$ cat config.mk
export PLATFORM = sky130hd
export DESIGN_NAME = mcp3202_reader
export DESIGN_NICKNAME = d
export VERILOG_FILES = /design/src/rtl/mcp3202_reader.sv
export SDC_FILE = /design/constraint.sdc
export NUM_CORES = 1
export LEC_CHECK = 0
export BUFFER_PORTS_ARGS = -buffer_cell sky130_fd_sc_hd__buf_2
export CAP_MARGIN = 30
export CORE_UTILIZATION = 37
export CTS_CLUSTER_DIAMETER = 50
export DETAILED_ROUTE_END_ITERATION = 10
export PLACE_DENSITY = 0.65
export SETUP_SLACK_MARGIN = 0.5
export SLEW_MARGIN = 5
export SYNTH_ARGS = -nofsm -noshare
export SYNTH_HDL_FRONTEND = slang
export SYNTH_SLANG_ARGS = --single-unit
$ cat constraint.sdc
create_clock -name I_clk -period 2.5 [get_ports I_clk]
set_clock_uncertainty 0.1 [all_clocks]
set_input_delay 0.125 -clock I_clk [delete_from_list [all_inputs] [get_ports I_clk]]
set_output_delay 0.125 -clock I_clk [all_outputs]
set_load 0.01 [all_outputs]
$ cat src/rtl/mcp3202_reader.sv
// Continuous SPI mode-0 reader for an MCP3202: alternates CH0/CH1 and holds the latest sample per channel.
// Latency: 36 + GAP_TICKS + 1 ticks per sample; O_valid appears one I_clk after the DONE tick.
// Backpressure: none; results overwrite in place and O_valid is a fire-and-forget strobe.
module mcp3202_reader #(
    parameter int CLKDIV    = 4,
    parameter int GAP_TICKS = 4,
    parameter bit SGL       = 1'b1
) (
    input  logic        I_clk,
    input  logic        I_reset_n,
    input  logic        I_enable,
    input  logic        I_miso,
    output logic        O_sclk,
    output logic        O_cs_n,
    output logic        O_mosi,
    output logic [11:0] O_ch0,
    output logic [11:0] O_ch1,
    output logic        O_valid,
    output logic        O_valid_ch,
    output logic        O_err,
    output logic        O_busy
);

    typedef enum logic [2:0] {ST_IDLE, ST_SETUP, ST_SHIFT, ST_DONE, ST_GAP} state_t;

    localparam logic [7:0] DIV_LAST = 8'(CLKDIV - 1);
    localparam logic [7:0] GAP_LAST = 8'(GAP_TICKS - 1);

    state_t      state, state_nxt;
    logic [7:0]  div_cnt;
    logic        tick;
    logic [4:0]  edge_cnt, edge_nxt, edge_inc;
    logic [7:0]  gap_cnt, gap_nxt;
    logic [11:0] sr_dat, sr_nxt;
    logic        err_flag, err_nxt;
    logic        chan, chan_nxt;
    logic        cs_n_nxt, sclk_nxt, mosi_nxt;
    logic        done_vld;

    assign tick     = (div_cnt == DIV_LAST);
    assign edge_inc = edge_cnt + 5'd1;

    always_comb begin
        state_nxt = state;
        edge_nxt  = edge_cnt;
        gap_nxt   = gap_cnt;
        sr_nxt    = sr_dat;
        err_nxt   = err_flag;
        chan_nxt  = chan;
        cs_n_nxt  = O_cs_n;
        sclk_nxt  = O_sclk;
        mosi_nxt  = O_mosi;
        done_vld  = 1'b0;
        if (tick) begin
            case (state)
                ST_IDLE: begin
                    cs_n_nxt = 1'b1;
                    sclk_nxt = 1'b0;
                    mosi_nxt = 1'b0;
                    if (I_enable) begin
                        state_nxt = ST_SETUP;
                        cs_n_nxt  = 1'b0;
                        mosi_nxt  = 1'b1;
                        edge_nxt  = 5'd0;
                        err_nxt   = 1'b0;
                    end
                end
                ST_SETUP: state_nxt = ST_SHIFT;
                ST_SHIFT: begin
                    if (!O_sclk) begin
                        // Rising edge: DOUT has been stable since the previous falling edge.
                        sclk_nxt = 1'b1;
                        edge_nxt = edge_inc;
                        if (edge_inc == 5'd5)
                            err_nxt = I_miso;
                        else if (edge_inc >= 5'd6)
                            sr_nxt = {sr_dat[10:0], I_miso};
                    end else begin
                        sclk_nxt = 1'b0;
                        case (edge_cnt)
                            5'd1:    mosi_nxt = SGL;
                            5'd2:    mosi_nxt = chan;
                            5'd3:    mosi_nxt = 1'b1;
                            default: mosi_nxt = 1'b0;
                        endcase
                        if (edge_cnt == 5'd17) begin
                            state_nxt = ST_DONE;
                            cs_n_nxt  = 1'b1;
                            mosi_nxt  = 1'b0;
                        end
                    end
                end
                ST_DONE: begin
                    done_vld  = 1'b1;
                    chan_nxt  = ~chan;
                    gap_nxt   = 8'd0;
                    state_nxt = ST_GAP;
                end
                ST_GAP: begin
                    if (gap_cnt == GAP_LAST)
                        state_nxt = ST_IDLE;
                    else
                        gap_nxt = gap_cnt + 8'd1;
                end
                default: state_nxt = ST_IDLE;
            endcase
        end
    end

    always_ff @(posedge I_clk or negedge I_reset_n) begin
        if (!I_reset_n) begin
            state      <= ST_IDLE;
            div_cnt    <= 8'd0;
            edge_cnt   <= 5'd0;
            gap_cnt    <= 8'd0;
            sr_dat     <= 12'd0;
            err_flag   <= 1'b0;
            chan       <= 1'b0;
            O_cs_n     <= 1'b1;
            O_sclk     <= 1'b0;
            O_mosi     <= 1'b0;
            O_ch0      <= 12'd0;
            O_ch1      <= 12'd0;
            O_valid    <= 1'b0;
            O_valid_ch <= 1'b0;
            O_err      <= 1'b0;
            O_busy     <= 1'b0;
        end else begin
            div_cnt  <= tick ? 8'd0 : div_cnt + 8'd1;
            state    <= state_nxt;
            edge_cnt <= edge_nxt;
            gap_cnt  <= gap_nxt;
            sr_dat   <= sr_nxt;
            err_flag <= err_nxt;
            chan     <= chan_nxt;
            O_cs_n   <= cs_n_nxt;
            O_sclk   <= sclk_nxt;
            O_mosi   <= mosi_nxt;
            O_valid  <= done_vld;
            O_err    <= done_vld & err_flag;
            O_busy   <= (state_nxt == ST_SETUP) || (state_nxt == ST_SHIFT) || (state_nxt == ST_DONE);
            if (done_vld) begin
                O_valid_ch <= chan;
                if (chan)
                    O_ch1 <= sr_dat;
                else
                    O_ch0 <= sr_dat;
            end
        end
    end

endmodule

== After elaboration in Yosys (flattened, before gate mapping) ==
Index checks and enable logic that the tools add are counted.
Word-level totals
  word-level logic and storage cells: 89
  register bits: 69
Cells by class
  multiplexer cells: 29
  eq/ne operators: 20
  reductions and logical operators: 16
  add/sub/neg operators: 3
  bitwise operators: 4
  order comparisons: 1
Operator list (number)
  adder 8 x 1 -> 8 bit (second input constant): 2
  equality test 8 x 2 -> 1 bit (second input constant): 2
  two-way mux 8 bit: 2
  one-hot mux 8 bit (2 select lines): 1
  two-way mux 3 bit: 5
  one-hot mux 3 bit (5 select lines): 1
  equality test 3 x 2 -> 1 bit (second input constant): 4
  two-way mux 1 bit: 12
  inequality test 2 bit (second input constant): 6
  equality test 5 x 2 -> 1 bit (second input constant): 2
  two-way mux 5 bit: 2
  one-hot mux 1 bit (2 select lines): 5
  one-hot mux 5 bit (2 select lines): 1
  AND reduction 5 bit: 2
  AND reduction 2 bit: 4
  AND reduction 4 bit: 2
  equality test 3 x 1 -> 1 bit (second input constant): 2
  AND reduction 3 bit: 2
  adder 5 x 1 -> 5 bit (second input constant): 1
  equality test 5 x 1 -> 1 bit (second input constant): 1
  equality test 5 x 3 -> 1 bit (second input constant): 1
  equality test 5 bit (second input constant): 1
  greater-or-equal comparator 5 x 3 -> 1 bit (second input constant): 1
  nonzero test 2 bit: 2
  6 further kinds: 9

== Depth between registers and ports, before layout ==
  depth in word-level cells: 8
  gate-level depth with buffers: 9
  gate-level depth less buffers: 7

== Worst setup path after synthesis ==
No wires, ideal clock.
  path type: reg-to-reg
  start: register div_cnt[4]
  end: register O_ch0[10]
  arrival time: 2.436 ns
  buffers on the path: 2
  library setup time: 0.125 ns
  stages on the path, launching flop included: 8
  path slack: -0.160 ns
  required time: 2.275 ns
  cell sequence: dfrtp_1 or4_4 or3_4 or3_1 buf_6 nor2_4 buf_4 mux2_2
On the way
  word-level cells in the longest chain between the ends: 3
RTL lines
  from (decl): RTL line 30  | logic [7:0] div_cnt;
  from (signal assigned): RTL line 129  | div_cnt <= tick ? 8'd0 : div_cnt + 8'd1;
  equality test 8 x 2 -> 1 bit: RTL line 40  | assign tick = (div_cnt == DIV_LAST);
  two-way mux 1 bit: RTL line 54  | if (tick) begin
  AND reduction 2 bit (no source line)
  to (signal assigned): RTL line 147  | O_ch0 <= sr_dat;
  to (decl): RTL line 16  | output logic [11:0] O_ch0,
No other way between the ends.
A chain may end at the register's enable or synchronous reset.

== Final worst setup path ==
  start: register div_cnt[7]
  end: register O_ch0[6]
The elaborated chain is that of the path after synthesis.

==> metrics.csv <==
stage,metric,value,unit
synth,synthFlopType,dfrtp_1,
placement,place_inst,402,
power,power,0.00226,W
synth,yosys.cell_types.count,47,
floorplan,die_x,93.9,um
timing,tightest_slew,0.655,ns
setup_path,cp.arrival,2.71,ns
timing,timing.hold.ws,0.0136,ns
clock_network,htreeDepth,3,
setup_path,cpMaxStageDelayCell,or4_4,
synth,synthArstFlopShare,100,%
synth,synth-seq-cells,69,
clock_network,clockBufferDepth,2,
layout,syn_to_final_growth,35.3,%
timing,slew_headroom,56.0,%
clock_network,clkTransAtPathRegs,0.08,ns
routing,wl,7050,um
setup_path,cp_cell_sequence,"or4_4, or3_4, or3_4, nor2_4, clkbuf_16, mux2_2",
setup_path,critPathLaunchType,register,
clock_network,cts_tree,done,
synth,synth-warning-count,0,
clock_network,cts_buffers,9,
placement,port-buffer-count,34,
synth,synth.yosys.seq_area_share,55.3,%
timing,period_minus_slack,2.56,ns
synth,synth_top_cell_by_area,dfrtp_1,
routing,first_iter_violations,117,
placement,place_congestion,0.775,
setup_path,cp_max_fo,6,
synth,synth.top_cell.area_share,54.4,%
layout,final_cells,438,
layout,antenna_cells,0,
synth,syn_area_per_cell,12.2,um^2
layout,seqCellArea,0.00173,mm^2
layout,nets,339,
run,drv_cap,0,
clock_network,worst_skew_pair.late_latency,0.36,ns
layout,stdcell_area,0.00423,mm^2
synth,synth_fp_nets,267,
global_routing,grt_start_max_net_pins,28,
routing,drt_first_pass_iters,4,
global_routing,antenna_found_initial,0,
setup_path,critPathKind,reg -> reg,
global_routing,grtUsageTotal,15.9,%
worst_hold_path,holdPathStages,3,
timing,fin_crit_sh,102,%
routing,detail-route-antenna-nets,0,
power,vdd_drop_max,0.000244,V
global_routing,overflow,0,
setup_path,cp_common_cell,or3_4,
placement,dp_hpwl,4120,um
worst_hold_path,hp-class,in -> reg,
synth,synth.most_common_cell,dfrtp_1,
clock_network,cts_root_buffer,clkbuf_8,
floorplan,rows,33,
floorplan,core,0.00818,mm^2
layout,drive_gt1_share,46.8,%
routing,dr_total_vias,2288,
synth,synth_edf_count,0,
floorplan,dieArea,0.00882,mm^2
layout,fill_cells,689,
timing,fmax,390,MHz
floorplan,die_height,93.9,um
floorplan,start_util,38.2,%
power,p_leak,2.06,nW
global_routing,grt_first_pass_wirelength,10600,um
timing,hold_violations,0,
placement,placed_area,0.00350,mm^2
timing,fin_ws,-0.0609,ns
timing,rsz0062_at_grt,yes,
routing,vias_per_cell,5.22,
global_routing,grt_pass1_vias,2196,
synth,syn_inst,257,
outcome,status,"complete, but fails checks",
setup_path,crit_required,2.65,ns
routing,route.detailed.drc,0,
setup_path,slowest_delay,0.53,ns
timing,maxSlewViolCount,0,
setup_path,end_kind,register,
power,power.density,535,mW/mm^2
floorplan,io_pins,35,
synth,ys_top_cells_by_area,"dfrtp_1 (54%), mux2_2 (10%), mux2_4 (4.8%)",
synth,syn-cell-area,0.00313,mm^2
timing,fin_setup_tns,-0.248,ns
timing,final-setup-viol-count,11,
synth,synth_common_cells,"dfrtp_1 (68), mux2_2 (28), nor2_1 (18)",
clock_network,clock_sinks,69,
outcome,violations,negative setup slack,
routing,wl_per_cell,16.1,um
layout,multi_input_area,0.00156,mm^2
setup_path,r2r_cells,6,
[final cells by class]
type	count	area share (%)
sequential	69	40.9
multi-input combinational	171	36.8
timing repair buffer	70	12.6
tap	105	3.11
clock buffer	9	2.93
clock inverter	6	2.63
inverter	8	1.01
[through the flow]
| step | worst slack [ns] | utilization [%] |
|---|---|---|
| after floorplan | -0.120 | - |
| after global placement | -0.0770 | 42.9 |
| after detailed placement | -0.127 | 42.9 |
| after CTS | -0.0308 | 48.9 |
| after global routing | -0.126 | 51.7 |
| final | -0.0609 | 51.7 |
[flip-flops by register name (all words and copies together) (netlist names)]
| register | cells |
|---|---|
| chan | 1 |
| div_cnt | 8 |
| O_cs_n | 1 |
| O_valid_ch | 1 |
| O_mosi | 1 |
| O_busy | 1 |
| state | 3 |
| gap_cnt | 8 |
| O_err | 1 |
| O_ch1 | 12 |
| err_flag | 1 |
| O_ch0 | 12 |
| edge_cnt | 5 |
| sr_dat | 12 |
| O_sclk | 1 |
| O_valid | 1 |
[cell families (layout without fill, tap and decap cells)]
logic type                 after synthesis  in the layout  share of synthesized area (%)
and+or+nand+nor                         77             78                           13.3
buffers and inverters                   18             93                           3.00
xor gates and xnor gates                13             13                           3.64
muxes                                   39             39                           15.2
DFF                                     69             69                           55.3
adders and majority gates                6              6                           2.40
AOI/OAI and AO/OA                       35             35                           7.13
[power by group]
group	internal [W]	leakage (nW)	switching, W	total, W
clock	0.000659	0.116	0.000449	0.00111
sequential	0.00112	0.922	0.00000255	0.00112
combinational	0.00000991	1.02	0.0000251	0.0000350
total	0.00179	2.06	0.000477	0.00226
[layer usage]
layer	part of all wire [%]	global-route usage [%]
met5	0	0
met4	1.6	9.23
met3	3.1	3.24
met2	50	23.7
met1	45	21.5
[worst max-delay path, delay by kind of cell, from the launching register on]
kind,cells,cell delay [ns]
buffers and inverters,1,0.18
muxes,1,0.34
and+or+nand+nor,4,1.44
DFF,1,0.38
[layout by cell type (no fill, tap or decap), types with 3 or more instances in the layout]
| cell | netlist | final |
|---|---|---|
| a21oi_1 | 6 | 5 |
| and3_1 | 4 | 4 |
| buf_2 | 0 | 34 |
| buf_4 | 1 | 20 |
| buf_6 | 2 | 10 |
| bufinv_16 | 0 | 3 |
| clkbuf_8 | 0 | 9 |
| dfrtp_1 | 68 | 67 |
| ha_1 | 6 | 5 |
| inv_1 | 7 | 7 |
| mux2_2 | 28 | 11 |
| mux2_4 | 10 | 27 |
| nand2_1 | 11 | 10 |
| nand2_8 | 0 | 3 |
| nand2b_1 | 5 | 5 |
| nand3_1 | 13 | 12 |
| nand4_1 | 4 | 4 |
| nor2_1 | 18 | 12 |
| nor2_4 | 1 | 7 |
| o21ai_1 | 0 | 5 |
| o21ai_2 | 0 | 5 |
| xnor2_1 | 6 | 6 |
| xor2_1 | 7 | 7 |
[final timing paths]
kind	start	endpoint	slack, ns
worst max-delay path	div_cnt[7]	O_ch0[6]	-0.06
min in group asynchronous	I_reset_n	O_ch0[8]	0.19
worst max register to register	div_cnt[7]	O_ch0[6]	-0.06
max in group asynchronous	I_reset_n	O_valid	1.41
worst min-delay path	I_enable	O_busy	0.01
worst min register to register	div_cnt[0]	div_cnt[0]	0.39
[timing repair]
action / 4_1_cts / 5_1_grt
setup endpoints to repair: 60 / 63
resized for setup: 37 / 47
cloned: 3 / 1
pin swaps: 12 / 12
hold buffers: 2 / 0
endpoints found under the hold margin: 26 / 0
buffers inserted: 11 / 4
Power figures use the tool's default switching activity.
